[config.mk]
export PLATFORM = sky130hd
export DESIGN_NAME = wb_pwm_dt_flat
export DESIGN_NICKNAME = d
export VERILOG_FILES = /design/src/rtl/wb_pwm_dt_if.sv /design/src/rtl/wb_pwm_dt.sv /design/src/flat_wrapper.sv
export SDC_FILE = /design/constraint.sdc
export NUM_CORES = 1
export LEC_CHECK = 0
export CORE_MARGIN = 5
export CORE_UTILIZATION = 35
export CTS_CLUSTER_SIZE = 16
export DETAILED_ROUTE_END_ITERATION = 7
export DONT_BUFFER_PORTS = 1
export GPL_TIMING_DRIVEN = 0
export SETUP_SLACK_MARGIN = 0.1
export SLEW_MARGIN = 20
export SYNTH_ARGS = -nofsm -noshare
export SYNTH_HDL_FRONTEND = slang
export SYNTH_SLANG_ARGS = --single-unit
[constraint.sdc]
create_clock -name clk -period 3.35 [get_ports clk]
set_input_delay 0.335 -clock clk [delete_from_list [all_inputs] [get_ports clk]]
set_output_delay 0.335 -clock clk [all_outputs]
set_load 0.02 [all_outputs]
[src/rtl/wb_pwm_dt_if.sv]
// Wishbone classic slave bundle for the dead-time PWM block.
// Signal names keep the bus-side _i/_o direction as seen from the slave.
interface wb_pwm_dt_if;
    logic [31:0] wb_adr_i;
    logic [31:0] wb_dat_i;
    logic [31:0] wb_dat_o;
    logic        wb_stb_i;
    logic        wb_cyc_i;
    logic        wb_we_i;
    logic [3:0]  wb_sel_i;
    logic        wb_ack_o;

    modport slave (
        input  wb_adr_i, wb_dat_i, wb_stb_i, wb_cyc_i, wb_we_i, wb_sel_i,
        output wb_dat_o, wb_ack_o
    );

    modport master (
        output wb_adr_i, wb_dat_i, wb_stb_i, wb_cyc_i, wb_we_i, wb_sel_i,
        input  wb_dat_o, wb_ack_o
    );
endinterface

[src/rtl/wb_pwm_dt.sv]
// Wishbone-mapped PWM generator with complementary outputs and dead-time insertion.
// Period/duty are double-buffered and only swap in at the period boundary.
module wb_pwm_dt #(
    parameter int CNT_WIDTH = 16,
    parameter int DT_WIDTH  = 8
) (
    input  logic       clk,
    input  logic       rst,
    wb_pwm_dt_if.slave wb,
    output logic       intr,
    output logic       pwm_out,
    output logic       pwm_n_out
);
    localparam logic [2:0] IDX_CTRL   = 3'd0;
    localparam logic [2:0] IDX_PERIOD = 3'd1;
    localparam logic [2:0] IDX_DUTY   = 3'd2;
    localparam logic [2:0] IDX_DT     = 3'd3;
    localparam logic [2:0] IDX_COUNT  = 3'd4;
    localparam logic [2:0] IDX_STATUS = 3'd5;

    typedef enum logic [1:0] {S_OFF, S_HI, S_LO, S_DEAD} state_t;

    logic                 req, wr_en, ack_q;
    logic [2:0]           idx;
    logic [31:0]          rd_data, dat_q;
    logic [2:0]           ctrl_q;
    logic                 en, inv, irq_en;
    logic [CNT_WIDTH-1:0] per_buf_q, duty_buf_q, per_act_q, duty_act_q;
    logic [CNT_WIDTH-1:0] cnt_q, cnt_d;
    logic [DT_WIDTH-1:0]  dt_q, dt_cnt_q, dt_cnt_d;
    logic                 wrap, wrap_clr, wrap_q, wrap_d;
    logic                 raw_d, raw_q, raw_prev_q;
    state_t               state_q, state_d, target;
    logic                 enter_dead;
    logic                 unused_bus;

    assign req      = wb.wb_stb_i & wb.wb_cyc_i;
    assign idx      = wb.wb_adr_i[4:2];
    assign wr_en    = req & ack_q & wb.wb_we_i;
    assign en       = ctrl_q[0];
    assign inv      = ctrl_q[1];
    assign irq_en   = ctrl_q[2];
    // Byte selects and the upper address bits carry no meaning for this slave.
    assign unused_bus = ^{wb.wb_sel_i, wb.wb_adr_i, wb.wb_dat_i};

    always_comb begin
        rd_data = '0;
        case (idx)
            IDX_CTRL:   rd_data = {29'd0, ctrl_q};
            IDX_PERIOD: rd_data = 32'(per_buf_q);
            IDX_DUTY:   rd_data = 32'(duty_buf_q);
            IDX_DT:     rd_data = 32'(dt_q);
            IDX_COUNT:  rd_data = 32'(cnt_q);
            IDX_STATUS: rd_data = {31'd0, wrap_q};
            default:    rd_data = '0;
        endcase
    end

    always_ff @(posedge clk or negedge rst) begin
        if (!rst) begin
            ack_q <= 1'b0;
            dat_q <= '0;
        end else begin
            ack_q <= req & ~ack_q;
            dat_q <= (req & ~ack_q) ? rd_data : '0;
        end
    end

    assign wb.wb_ack_o = ack_q;
    assign wb.wb_dat_o = dat_q;

    always_ff @(posedge clk or negedge rst) begin
        if (!rst) begin
            ctrl_q     <= '0;
            per_buf_q  <= '0;
            duty_buf_q <= '0;
            dt_q       <= '0;
        end else if (wr_en) begin
            case (idx)
                IDX_CTRL:   ctrl_q     <= wb.wb_dat_i[2:0];
                IDX_PERIOD: per_buf_q  <= wb.wb_dat_i[CNT_WIDTH-1:0];
                IDX_DUTY:   duty_buf_q <= wb.wb_dat_i[CNT_WIDTH-1:0];
                IDX_DT:     dt_q       <= wb.wb_dat_i[DT_WIDTH-1:0];
                default: ;
            endcase
        end
    end

    // Counter, wrap flag and shadow transfer
    assign wrap     = en & (cnt_q == per_act_q);
    assign cnt_d    = (en & ~wrap) ? cnt_q + 1'b1 : '0;
    assign wrap_clr = wr_en & (idx == IDX_STATUS) & wb.wb_dat_i[0];
    assign wrap_d   = wrap | (wrap_q & ~wrap_clr);
    assign raw_d    = cnt_q < duty_act_q;

    always_ff @(posedge clk or negedge rst) begin
        if (!rst) begin
            cnt_q      <= '0;
            wrap_q     <= 1'b0;
            per_act_q  <= '0;
            duty_act_q <= '0;
        end else begin
            cnt_q  <= cnt_d;
            wrap_q <= wrap_d;
            if (~en | wrap) begin
                per_act_q  <= per_buf_q;
                duty_act_q <= duty_buf_q;
            end
        end
    end

    assign intr = wrap_q & irq_en;

    // Stage 1: registered raw compare
    always_ff @(posedge clk or negedge rst) begin
        if (!rst) begin
            raw_q      <= 1'b0;
            raw_prev_q <= 1'b0;
        end else begin
            raw_q      <= raw_d;
            raw_prev_q <= raw_q;
        end
    end

    // Stage 2: output FSM state register
    always_ff @(posedge clk or negedge rst) begin
        if (!rst) begin
            state_q  <= S_OFF;
            dt_cnt_q <= '0;
        end else begin
            state_q  <= state_d;
            dt_cnt_q <= dt_cnt_d;
        end
    end

    always_comb begin
        state_d    = state_q;
        dt_cnt_d   = dt_cnt_q;
        target     = raw_q ? S_HI : S_LO;
        enter_dead = (state_q == S_OFF) | ((state_q == S_HI) & ~raw_q) |
                     ((state_q == S_LO) & raw_q);
        if (!en) begin
            state_d = S_OFF;
        end else if (state_q == S_DEAD) begin
            // A raw edge while dead restarts the wait, so short pulses are swallowed.
            if (raw_q != raw_prev_q) begin
                if (dt_q == '0) state_d = target;
                else            dt_cnt_d = dt_q;
            end else if (dt_cnt_q <= DT_WIDTH'(1)) begin
                state_d = target;
            end else begin
                dt_cnt_d = dt_cnt_q - 1'b1;
            end
        end else if (enter_dead) begin
            if (dt_q == '0) begin
                state_d = target;
            end else begin
                state_d  = S_DEAD;
                dt_cnt_d = dt_q;
            end
        end
    end

    always_comb begin
        pwm_out   = (state_q == S_HI) ^ inv;
        pwm_n_out = (state_q == S_LO) ^ inv;
    end
endmodule

[src/flat_wrapper.sv]
// flat-port wrapper written by rule: the top's interface ports become plain ports
module wb_pwm_dt_flat 
#(
    parameter int CNT_WIDTH = 16,
    parameter int DT_WIDTH  = 8
)
  (clk, rst, intr, pwm_out, pwm_n_out, wb_wb_adr_i, wb_wb_dat_i, wb_wb_stb_i, wb_wb_cyc_i, wb_wb_we_i, wb_wb_sel_i, wb_wb_dat_o, wb_wb_ack_o);
  wb_pwm_dt_if wb_i ();
  input  logic clk;
  input  logic rst;
  output logic intr;
  output logic pwm_out;
  output logic pwm_n_out;
  input wire logic [$bits(wb_i.wb_adr_i)-1:0] wb_wb_adr_i;
  input wire logic [$bits(wb_i.wb_dat_i)-1:0] wb_wb_dat_i;
  input wire logic [$bits(wb_i.wb_stb_i)-1:0] wb_wb_stb_i;
  input wire logic [$bits(wb_i.wb_cyc_i)-1:0] wb_wb_cyc_i;
  input wire logic [$bits(wb_i.wb_we_i)-1:0] wb_wb_we_i;
  input wire logic [$bits(wb_i.wb_sel_i)-1:0] wb_wb_sel_i;
  output wire logic [$bits(wb_i.wb_dat_o)-1:0] wb_wb_dat_o;
  output wire logic [$bits(wb_i.wb_ack_o)-1:0] wb_wb_ack_o;
  assign wb_i.wb_adr_i = wb_wb_adr_i;
  assign wb_i.wb_dat_i = wb_wb_dat_i;
  assign wb_i.wb_stb_i = wb_wb_stb_i;
  assign wb_i.wb_cyc_i = wb_wb_cyc_i;
  assign wb_i.wb_we_i = wb_wb_we_i;
  assign wb_i.wb_sel_i = wb_wb_sel_i;
  assign wb_wb_dat_o = wb_i.wb_dat_o;
  assign wb_wb_ack_o = wb_i.wb_ack_o;
  wb_pwm_dt #(.CNT_WIDTH(CNT_WIDTH), .DT_WIDTH(DT_WIDTH)) u_core (.clk(clk), .rst(rst), .wb(wb_i), .intr(intr), .pwm_out(pwm_out), .pwm_n_out(pwm_n_out));
endmodule
## Yosys cells after proc, flatten, opt, wreduce, memory -nomap -nowiden

Index checks and enable logic that the tools add are counted.

- Word-level logic and storage cells: 81
- Register bits after elaboration: 137

- Equality and inequality tests: 14
- Reductions and logical operators: 10
- Bitwise gates (word level): 23
- Add/sub/neg operators: 2
- Magnitude comparators: 2
- Muxes and demuxes: 16

Operators by type and width:

| cell | number |
|---|---|
| 16-bit case mux with 6 select lines | 1 |
| 8-bit 2-to-1 mux | 5 |
| 16-bit 2-to-1 mux | 2 |
| 16-bit by 1-bit adder with 16-bit output, second input constant | 1 |
| 16-bit == test | 1 |
| 16-bit < comparator | 1 |
| 2-bit 2-to-1 mux | 8 |
| 1-bit AND | 12 |
| 8-bit by 1-bit less-or-equal comparator with 1-bit output, second input constant | 1 |
| 8-bit zero test | 1 |
| 4-bit != test, second input constant | 2 |
| 2-bit AND reduction | 4 |
| 8-bit by 1-bit subtractor with 8-bit output, second input constant | 1 |
| 3-bit by 2-bit == test with 1-bit output, second input constant | 2 |
| 3-bit == test, second input constant | 2 |
| 3-bit != test, second input constant | 2 |
| 3-bit AND reduction | 2 |
| 1-bit inverter | 5 |
| 2-bit == test, second input constant | 2 |
| 1-bit bitwise OR | 4 |
| 3-bit by 1-bit == test with 1-bit output, second input constant | 1 |
| 3-bit zero test | 1 |
| 2-bit by 1-bit == test with 1-bit output, second input constant | 1 |
| 2-bit zero test | 1 |
| other kinds (3) | 4 |

## Longest topological paths before layout

Gate-level depths: netlist (run 1).

- Depth after elaboration: 8
- Mapped depth: 9

## Least setup slack after synthesis (run 1)

OpenSTA, ideal clock, no wires.

- Path type: reg2reg
- From: reg u_core.dt_cnt_q[0]
- To: reg u_core.dt_cnt_q[6]
- Path slack: 1283 ps
- Arrival: 1946 ps
- Path buffers: 0
- Data required time: 3229 ps
- Setup time: 121 ps
- Clock period less this slack: 2067 ps
- Stages on the path, launching flop included: 8
- Path through: dfrtp_1 > inv_1 > ha_1 > or2_2 > a41o_4 > a221o_2 > a41o_1 > a22o_1

- Cells in the longest elaborated chain, start to end: 4

Ends and longest elaborated chain:

| element | line | source |
|---|---|---|
| from (decl) | wb_pwm_dt.sv:30 | `logic [DT_WIDTH-1:0] dt_q, dt_cnt_q, dt_cnt_d;` |
| from (signal assigned) | wb_pwm_dt.sv:132 | `dt_cnt_q <= dt_cnt_d;` |
| 8-bit by 1-bit subtractor with 8-bit output | wb_pwm_dt.sv:152 | `dt_cnt_d = dt_cnt_q - 1'b1;` |
| 8-bit 2-to-1 mux | wb_pwm_dt.sv:149 | `end else if (dt_cnt_q <= DT_WIDTH'(1)) begin` |
| 8-bit 2-to-1 mux | wb_pwm_dt.sv:146 | `if (raw_q != raw_prev_q) begin` |
| 8-bit 2-to-1 mux | wb_pwm_dt.sv:144 | `end else if (state_q == S_DEAD) begin` |

Parallel ways exist; a longest one is shown, timed or not. The select of a mux whose other input is x is not followed.
A chain may end at the register's enable or synchronous reset.

## Final worst setup path (run 1)

- From: reg u_core.ack_q (netlist: u_core.wb.wb_ack_o)
- To: reg u_core.duty_buf_q[13]

- Cells in the longest elaborated chain, start to end: 3

Ends and longest elaborated chain:

| element | line | source |
|---|---|---|
| from (decl) | wb_pwm_dt.sv:23 | `logic req, wr_en, ack_q;` |
| from (signal assigned) | wb_pwm_dt.sv:64 | `ack_q <= req & ~ack_q;` |
| 1-bit AND (2 in series) | wb_pwm_dt.sv:39 | `assign wr_en = req & ack_q & wb.wb_we_i;` |
| 2-bit AND reduction (no source line) | n/a |  |
| to (signal assigned) | wb_pwm_dt.sv:82 | `IDX_DUTY: duty_buf_q <= wb.wb_dat_i[CNT_WIDTH-1:0];` |
| to (decl) | wb_pwm_dt.sv:28 | `logic [CNT_WIDTH-1:0] per_buf_q, duty_buf_q, per_act_q, duty_act_q;` |

No other way between the ends.

==> results of run 1 <==
==> repair_timing <==
item | in CTS | in global routing
endpoints found under the hold margin | 121 | 0
setup buffers | 0 | 0
hold buffers | 2 | 0
==> state kept, by name, summed over array words and instances, names as in the netlist, 3 cells and up <==
register	count
u_core.duty_act_q	16
u_core.duty_buf_q	16
u_core.per_act_q	16
u_core.wb.wb_dat_o	16
u_core.cnt_q	16
u_core.dt_q	8
u_core.ctrl_q	3
u_core.dt_cnt_q	8
u_core.per_buf_q	16
==> path summary, 6_finish.rpt <==
kind	slack, ns	to
min in group asynchronous	0.46	u_core.per_buf_q[11]
worst min register to register	0.50	u_core.raw_prev_q
max in group asynchronous	2.33	u_core.duty_act_q[15]
worst min-delay path	0.05	u_core.ctrl_q[0]
worst max-delay path	0.78	u_core.duty_buf_q[13]
worst max register to register	0.78	u_core.duty_buf_q[13]
==> logic make-up after synthesis <==
kind of cell               count (synthesis)
other                                      1
AOI/OAI and AO/OA                         80
muxes                                     85
xor gates and xnor gates                  33
adders and majority gates                 18
DFF                                      121
and+or+nand+nor                          131
buffers and inverters                     58
==> final cells by class <==
type,count,share of cell area
tap,225,0.0402
timing repair buffer,2,0.00536
clock inverter,14,0.0246
clock buffer,18,0.0627
inverter,20,0.0107
sequential,121,0.432
multi-input combinational,363,0.390
buffer,38,0.0343
==> metrics by stage <==
| stage | cells | utilization |
|---|---|---|
| 6_report | 801 | 0.411 |
| 4_1_cts | 801 | 0.411 |
| 5_1_grt | 801 | 0.411 |
| 3_5_place_dp | 767 | 0.373 |
| 3_3_place_gp | 767 | 0.373 |
| 2_1_floorplan | 542 | - |
==> power breakdown <==
part | switching [uW] | leakage (uW) | total (uW) | internal (uW)
clock network | 703 | 0.000297 | 1900 | 1190
registers | 261 | 0.00163 | 1990 | 1730
logic | 889 | 0.00140 | 1620 | 727
total | 1850 | 0.00333 | 5500 | 3650
==> metal layers <==
layer  part of all wire  vias to the layer above
li1                   -                     1913
met1               0.44                     2082
met2               0.49                      109
met3              0.059                       21
met4              0.015                        0
met5                  0                        -
==> placed cells by master (no fill, tap or decap), drive strengths merged, types with 15 or more instances in the layout <==
master	count
clkbuf	25
inv	22
conb	16
mux2	75
nand2	25
ha	18
a21oi	20
xor2	25
nor2	52
buf	32
a22oi	15
dfrtp	121
==> out/results.ini, run 1 <==
[outcome]
outcome = finished, final reports clean

[setup_path]
slowest_stage = nor4_2
cp_slowest_stage_delay_ns = 0.85
crit_chain = nand4_1, nor4_2, buf_4, mux2_2
path_buf_inv = 1
cp-start-kind = flop
path_delay_family = simple AND/OR/NAND/NOR gates
end_kind = flop
rr_worst_depth = 4
timing.rr.start = u_core.wb.wb_ack_o
crit_required_ns = 3.66
crit_cells = 4
cp.arrival_ns = 2.87
startpoint = u_core.wb.wb_ack_o
worst-path-max-fanout = 10
crit_type = reg2reg

[timing]
setup_viol = 0
worstMarginPinSlew_ns = 0.990
rsz0062_at_grt = no
hold_viol = 0
maxSlewViolCount = 0
tns_ns = 0
clock_skew_ns = 0.00784
finalCritPeriodShare = 0.766
period_needed_ns = 2.57
fmax_ghz = 0.390
layout_setup_ws_ns = 0.785
max_slew_margin = 0.334
holdWs_ns = 0.0488

[power]
powerDensity_nw_per_um2 = 785
peakVddDrop_mv = 0.404
leakagePower_uw = 0.00333
fin_total_pwr_uw = 5500

[synth]
synth_common_cells = 121 x dfrtp_1, 75 x mux2_2, 52 x nor2_1, 25 x nand2_1, 25 x xor2_1
synth_cell_types = 55
synth_area_leaders = dfrtp_1 50%, mux2_2 14%, ha_1 3.7%
syn_inst = 527
synth-edff-count = 0
synth_warnings = 0
synth_most_common_cell = dfrtp_1
netlist_area_um2 = 6020
synth_top_area_frac = 0.503
synth_top_family_by_area = multiplexers
yosysSeqAreaShare = 0.503
synth_top_area_cell = dfrtp_1
yosys.area_share.simple = 0.107
synth_compound_area_frac = 0.0927
syn_avg_cell_area_um2 = 11.4
ys_dominant_reg_cell = dfrtp_1
synthMuxAreaShare = 0.159
synthArstFlopShare = 1.00
ys_seq_elements = 121
yosys.area_share.xor_xnor = 0.0480
synth-adder-area-share = 0.0374

[final_layout]
antenna_cells = 0
multi_input_area_um2 = 2730
syn2layout_area_growth_pct = 16.4
fin_area_um2 = 7010
drive_above_1_share = 0.260
fin_nets = 654
fill_cells = 1681
register_area_um2 = 3030

[die]
start_util = 0.353
die_x_um = 141
io_pins = 109
placementRows = 48
core_um2 = 17100
die_h_um = 141
die_area_um2 = 19900

[clocking]
numCtsBuffers = 17
post_cts_resized = 0
cts_sinks = 121
cts_root_buf = clkbuf_16
clockBufferDepth = 2
clkSlewWorstSetupHoldPaths_ns = 0.06
cts_tree = yes
cts_max_level = 4
insertion_delay_ns = 0.42

[global_route]
grt_pass1_vias = 4286
antenna_found_initial = 0
grt_overflow_total = 0
grt_pass1_wl_mm = 23.8
gr-usage-met3 = 0.0458
met1_usage = 0.199
grt_max_degree = 122
grtUsageTotal = 0.155
use_met2 = 0.250
grt.busiest_layer = met2

[worst_hold_path]
whs_path_depth = 2
min_from = wb_wb_dat_i[0]
hp-class = in2reg

[place]
placed_cell_area_um2 = 6360
post-dp-hpwl_mm = 10.3
gp_congestion = 0.910
portBuffers = 0
post-place-ws_ns = 0.780

[routing]
drc = 0
firstDrtPassIters = 4
via_count = 4125
initialDrtViolationCount = 283
post_drt_wl_per_cell_um = 18.1
wl_mm = 14.5
avgViaCountPerCell = 5.15
antenna_left = 0

[job]
maxCapViolations = 0

Note: power is estimated with default switching activity, not from simulation.
==> inputs of run 2 (changes only) <==
==> constraint.sdc (replaced) <==
create_clock -name clk -period 2.43 [get_ports clk]
set_input_delay 0.243 -clock clk [delete_from_list [all_inputs] [get_ports clk]]
set_output_delay 0.243 -clock clk [all_outputs]
set_load 0.02 [all_outputs]
==> run 2 against run 1 <==
The flow now finishes with violations (negative hold slack). Sequential share of layout area fell by 1.2 points. Register-to-register slack lost 0.60 ns. Clock skew is essentially flat. Die area unchanged. Maximum frequency grew 14%. Cell count increased by 2.5%.
==> out/results.ini, run 2 (synthesis gave the netlist of run 1 again) <==
[clocking]
cts_max_level = 4  ; unchanged
cts_tree = yes
insertion_delay_ns = 0.42  ; about the same
clockBufferDepth = 2  ; unchanged
clkSlewWorstSetupHoldPaths_ns = 0.06  ; about the same
cts_root_buf = clkbuf_16
cts_sinks = 121  ; unchanged
numCtsBuffers = 17  ; unchanged
ctsHoldBuffers = 18  ; +16

[routing]
via_count = 4219  ; +2.3%
antenna_left = 0  ; unchanged
initialDrtViolationCount = 275  ; -2.8%
drc = 0  ; unchanged
wl_mm = 14.7  ; +0.89%
firstDrtPassIters = 5  ; +1
post_drt_wl_per_cell_um = 17.9  ; -1.6%
avgViaCountPerCell = 5.14  ; -0.21%

[outcome]
outcome = finished with violations
violations = negative hold slack

[global_route]
grtUsageTotal = 0.156  ; +0.00128
grt_pass1_wl_mm = 24.0  ; +1.0%
grt_pass1_vias = 4346  ; +1.4%
antenna_found_initial = 0  ; unchanged
grt_overflow_total = 0  ; unchanged
grt_max_degree = 122  ; unchanged

[place]
post-dp-hpwl_mm = 10.3  ; unchanged
placedCellCount = 767  ; unchanged
gp_congestion = 0.910  ; unchanged
placed_cell_area_um2 = 6360  ; unchanged
portBuffers = 0  ; unchanged

[die]
start_util = 0.353  ; unchanged
die_h_um = 141  ; unchanged
die_x_um = 141  ; unchanged
placementRows = 48  ; unchanged
die_area_um2 = 19900  ; unchanged
io_pins = 109  ; unchanged
core_um2 = 17100  ; unchanged

[final_layout]
final_util = 0.423  ; +0.0122
fin_area_um2 = 7210  ; +3.0%
syn2layout_area_growth_pct = 19.9
fill_cells = 1662  ; -1.1%
final_common_cell = dfrtp_1
drive_above_1_share = 0.262  ; +0.00133
register_area_um2 = 3030  ; about the same
fin_nets = 674  ; +3.1%
mostFrequentLayoutCells = 120 x dfrtp_1, 75 x mux2_2, 52 x nor2_1
instances_no_fill = 821  ; +2.5%
antenna_cells = 0  ; unchanged
multi_input_area_um2 = 2760  ; +1.0%

[timing]
holdWs_ns = -0.491  ; -0.539 ns
worstMarginPinSlew_ns = 0.762  ; -0.229 ns
period_needed_ns = 2.25  ; -0.316 ns
rsz0062_at_grt = no
setup_viol = 0  ; unchanged
hold_viol = 121  ; +121
maxSlewViolCount = 0  ; unchanged
finalCritPeriodShare = 0.925  ; +0.160
tns_ns = 0  ; unchanged
clock_skew_ns = 0.00738  ; -0.000463 ns
fmax_ghz = 0.445  ; +14%
max_slew_margin = 0.490  ; +0.155

[setup_path]
rr_worst_depth = 7  ; +3
cp-start-kind = flop
slowest_stage = dfrtp_2
crit_required_ns = 2.74  ; -0.92 ns
timing.rr.start = u_core.cnt_q[7]
cp_common_cell = buf_4
worstReg2RegEnd = u_core.duty_act_q[8]
end_kind = flop
cp.arrival_ns = 2.56  ; -0.31 ns
worst-path-max-fanout = 10  ; unchanged
cp_slowest_stage_delay_ns = 0.46  ; -0.39 ns
reg2reg_slack_ns = 0.18  ; -0.60 ns
crit_chain = xor2_1, nor4_2, nand4_1, nand2_1, buf_4, buf_4, mux2_2
crit_type = reg2reg
path_delay_family = simple AND/OR/NAND/NOR gates
path_buf_inv = 2  ; +1

[job]
maxCapViolations = 0  ; unchanged

[power]
pwr-share-comb = 0.301  ; +0.007
pwr-share-seq = 0.359  ; -0.003
clockPowerShare = 0.340  ; -0.004
leakagePower_uw = 0.00342  ; +2.6%
swShare = 0.333  ; -0.00394
peakVddDrop_mv = 0.556  ; +38%
powerDensity_nw_per_um2 = 1060  ; +35%
p_int_uw = 5110  ; +40%
p_switching_uw = 2550  ; +38%

[worst_hold_path]
hp-class = in2async

run 2: how the worst max path moves through the flow:
stage	startpoint	to	slack [ns]	cells past startpoint
global route	u_core.cnt_q[11]	u_core.duty_act_q[9]	0.1	7
finish	u_core.cnt_q[7]	u_core.duty_act_q[8]	0.18	7
floorplan	u_core.dt_cnt_q[0]	u_core.dt_cnt_q[6]	0.36	7
global placement	u_core.cnt_q[13]	u_core.duty_act_q[7]	-0.09	7
CTS	u_core.cnt_q[7]	u_core.duty_act_q[8]	0.11	7
detailed placement	u_core.wb.wb_ack_o	u_core.duty_buf_q[7]	-0.14	4
run 2: through the flow:
| stage | worst slack (ns) | power [uW] |
|---|---|---|
| 5_1_grt | 0.0997 | 8110 |
| 3_3_place_gp | -0.0908 | 4920 |
| 3_5_place_dp | -0.140 | 4960 |
| 6_report | 0.181 | 7660 |
| 2_1_floorplan | 0.363 | 4370 |
| 4_1_cts | 0.106 | 7670 |
run 2: layout make-up:
class,count,share of cell area
multi-input cells,363,0.382
clock inverters,14,0.0239
flip-flops and latches,121,0.420
inverters,20,0.0104
well taps,225,0.0390
clock buffers,18,0.0609
repair buffers,22,0.0291
plain buffers,38,0.0342
run 2: timing repair:
| action | 4_1_cts | 5_1_grt |
|---|---|---|
| pin swaps | 3 | 2 |
| endpoints found under the hold margin | 166 | 121 |
| endpoints found under the setup margin | 54 | 27 |
| gates resized for setup | 5 | 2 |
| buffers inserted | 2 | 2 |
run 2: worst reg2reg max path: stages (launching register included):
cell and delay, ns:
dfrtp_2 0.46, xor2_1 0.19, nor4_2 0.41, nand4_1 0.19, nand2_1 0.12, buf_4 0.20
buf_4 0.22, mux2_2 0.35
run 2: power by group through the flow:
stage | Sequential [uW] | Clock, uW | Combinational [uW]
6_report | 2750 | 2610 | 2300
5_1_grt | 2800 | 2760 | 2550
4_1_cts | 2750 | 2660 | 2270
3_5_place_dp | 2780 | 0 | 2190
3_3_place_gp | 2760 | 0 | 2170
2_1_floorplan | 2660 | 0 | 1710
run 2: layer usage:
layer	track usage	wire, um	up-vias
met5	0	0	-
met4	0.0510	230	0
met3	0.0441	803	22
met2	0.253	7220	105
met1	0.202	6420	2134
li1	-	-	1958
==> inputs of run 3 (changes only) <==
--- a/config.mk
+++ b/config.mk
@@ -5,6 +5,7 @@
 export SDC_FILE = /design/constraint.sdc
 export NUM_CORES = 1
 export LEC_CHECK = 0
+export CORE_ASPECT_RATIO = 1.5
 export CORE_MARGIN = 5
 export CORE_UTILIZATION = 35
 export CTS_CLUSTER_SIZE = 16
==> run 3 against run 2 <==
The flow still finishes with violations (negative hold slack). Maximum frequency down 2.2%. Sequential power about the same. Register-to-register slack worse by 0.05 ns. Clock skew is 0.00054 ns higher.
==> out/results.ini, run 3 (synthesis gave the netlist of run 1 again) <==
[timing]
setup_viol = 0  ; unchanged
worstMarginPinSlew_ns = 0.832  ; +0.0701 ns
hold_viol = 121  ; unchanged
finalCritPeriodShare = 0.947  ; +0.0212
holdWs_ns = -0.480  ; +0.0102 ns
maxSlewViolCount = 0  ; unchanged
period_needed_ns = 2.30  ; +0.0515 ns
rsz0062_at_grt = no
max_slew_margin = 0.441  ; -0.0491
fmax_ghz = 0.435  ; -2.2%
clock_skew_ns = 0.00792  ; +0.000541 ns

[clocking]
clockBufferDepth = 2  ; unchanged
cts_sinks = 121  ; unchanged
clkSlewWorstSetupHoldPaths_ns = 0.06  ; about the same
cts_root_buf = clkbuf_16
cts_tree = yes
insertion_delay_ns = 0.42  ; about the same
numCtsBuffers = 17  ; unchanged
cts_max_level = 4  ; unchanged
ctsHoldBuffers = 18  ; unchanged

[die]
die_x_um = 117  ; -17%
core_um2 = 16800  ; -1.3%
die_area_um2 = 20000  ; +0.27%
io_pins = 109  ; unchanged
die_h_um = 171  ; +21%
placementRows = 58  ; +21%
start_util = 0.357  ; +0.00462

[setup_path]
timing.rr.start = u_core.cnt_q[5]
crit_required_ns = 2.71  ; -0.03 ns
startpoint = u_core.cnt_q[5]
cp-start-kind = flop
end_kind = flop
worst-path-max-fanout = 5  ; -5
cp.arrival_ns = 2.58  ; +0.02 ns
crit_type = reg2reg

[final_layout]
final_common_cell = dfrtp_1
antenna_cells = 0  ; unchanged
drive_above_1_share = 0.263  ; +0.00124
fin_area_um2 = 7230  ; +0.21%
fin_nets = 675  ; +0.15%
syn2layout_area_growth_pct = 20.1
mostFrequentLayoutCells = 119 x dfrtp_1, 75 x mux2_2, 52 x nor2_1, 25 x nand2_1, 25 x xor2_1

[global_route]
grt_pass1_wl_mm = 23.6  ; -1.5%
grt_pass1_vias = 4518  ; +4.0%
grt_overflow_total = 0  ; unchanged
grt_max_degree = 122  ; unchanged
grtUsageTotal = 0.156  ; -0.000196
antenna_found_initial = 0  ; unchanged

[job]
maxCapViolations = 0  ; unchanged

[place]
post-dp-hpwl_mm = 10.5  ; +1.5%
portBuffers = 0  ; unchanged
gp_congestion = 0.867  ; -4.8%
placed_cell_area_um2 = 6340  ; -0.30%

[outcome]
violations = negative hold slack
outcome = finished with violations

[power]
fin_total_pwr_uw = 7730  ; +0.97%
powerDensity_nw_per_um2 = 1070  ; +0.76%
peakVddDrop_mv = 0.473  ; -15%
leakagePower_uw = 0.00342  ; +0.18%

[routing]
wl_mm = 14.5  ; -1.1%
post_drt_wl_per_cell_um = 18.0  ; +0.58%
avgViaCountPerCell = 5.12  ; -0.29%
drc = 0  ; unchanged
antenna_left = 0  ; unchanged
via_count = 4135  ; -2.0%
firstDrtPassIters = 5  ; unchanged
initialDrtViolationCount = 213  ; -23%

[worst_hold_path]
hp-class = in2async

-- run 3: changes by cell type in the layout (fill, tap and decap cells not counted), moves of 2 or more --
cell / previous run / this run
clkinv_4: 4 / 0
inv_6: 2 / 0
buf_6: 2 / 4
clkinvlp_4: 2 / 5
-- run 3: worst paths after layout --
check / end / slack (ns) / depth (start not counted)
setup / recovery: u_core.raw_q / 0.13 / 6
hold / removal: u_core.duty_buf_q[9] / -0.48 / 0
setup reg to reg: u_core.raw_q / 0.13 / 6
hold reg to reg: u_core.raw_prev_q / 0.50 / 0
max in group asynchronous: u_core.cnt_q[7] / 2.64 / 0
min in group clk: u_core.wrap_q / 0.08 / 3
-- run 3: power by group --
| group | switching [uW] | total (uW) | internal (uW) | leakage, uW |
|---|---|---|---|---|
| clock | 905 | 2670 | 1760 | 0.000294 |
| combinational | 1240 | 2320 | 1080 | 0.00150 |
| sequential | 353 | 2740 | 2390 | 0.00163 |
| total | 2500 | 7730 | 5230 | 0.00342 |
-- run 3: layout make-up --
cell class | count | area [um2]
fill | 1596 | 9610
sequential | 121 | 3030
multi-input combinational | 363 | 2760
clock buffer | 20 | 457
tap | 210 | 263
buffer | 38 | 254
timing repair buffer | 23 | 218
clock inverter | 12 | 173
inverter | 20 | 75.1
-- run 3: repair_timing --
action / 4_1_cts / 5_1_grt
endpoints found under the setup margin: 54 / 45
pin swaps: 1 / 4
resized for setup: 4 / 6
setup buffers: 0 / 5
endpoints found under the hold margin: 166 / 121
-- run 3: layer usage --
layer  share of wire  GRT usage  vias to the layer above
li1                -          -                     1947
met1            0.38      0.171                     2068
met2            0.54      0.270                       95
met3           0.044     0.0421                       25
met4           0.033     0.0838                        0
met5               0          0                        -
-- run 3: per-stage QoR --
step	instances	util	setup WS, ns	setup TNS, ns	hold slack (ns)
3_3_place_gp	752	0.376	-0.0751	-0.808	-0.0472
6_report	807	0.429	0.130	0	-0.480
2_1_floorplan	542	-	0.363	0	-0.0526
3_5_place_dp	752	0.376	-0.105	-1.58	-0.0477
4_1_cts	802	0.426	0.0548	0	-0.505
5_1_grt	807	0.429	0.107	0	-0.505
-- run 3: worst max-delay path, cell delays in order, from the launching register on --
cell       delay [ns]
dfrtp_1          0.44
ha_1             0.33
a21oi_1          0.13
nor2_1           0.06
a2111oi_0        0.61
o21ai_0          0.25
a22oi_1          0.35
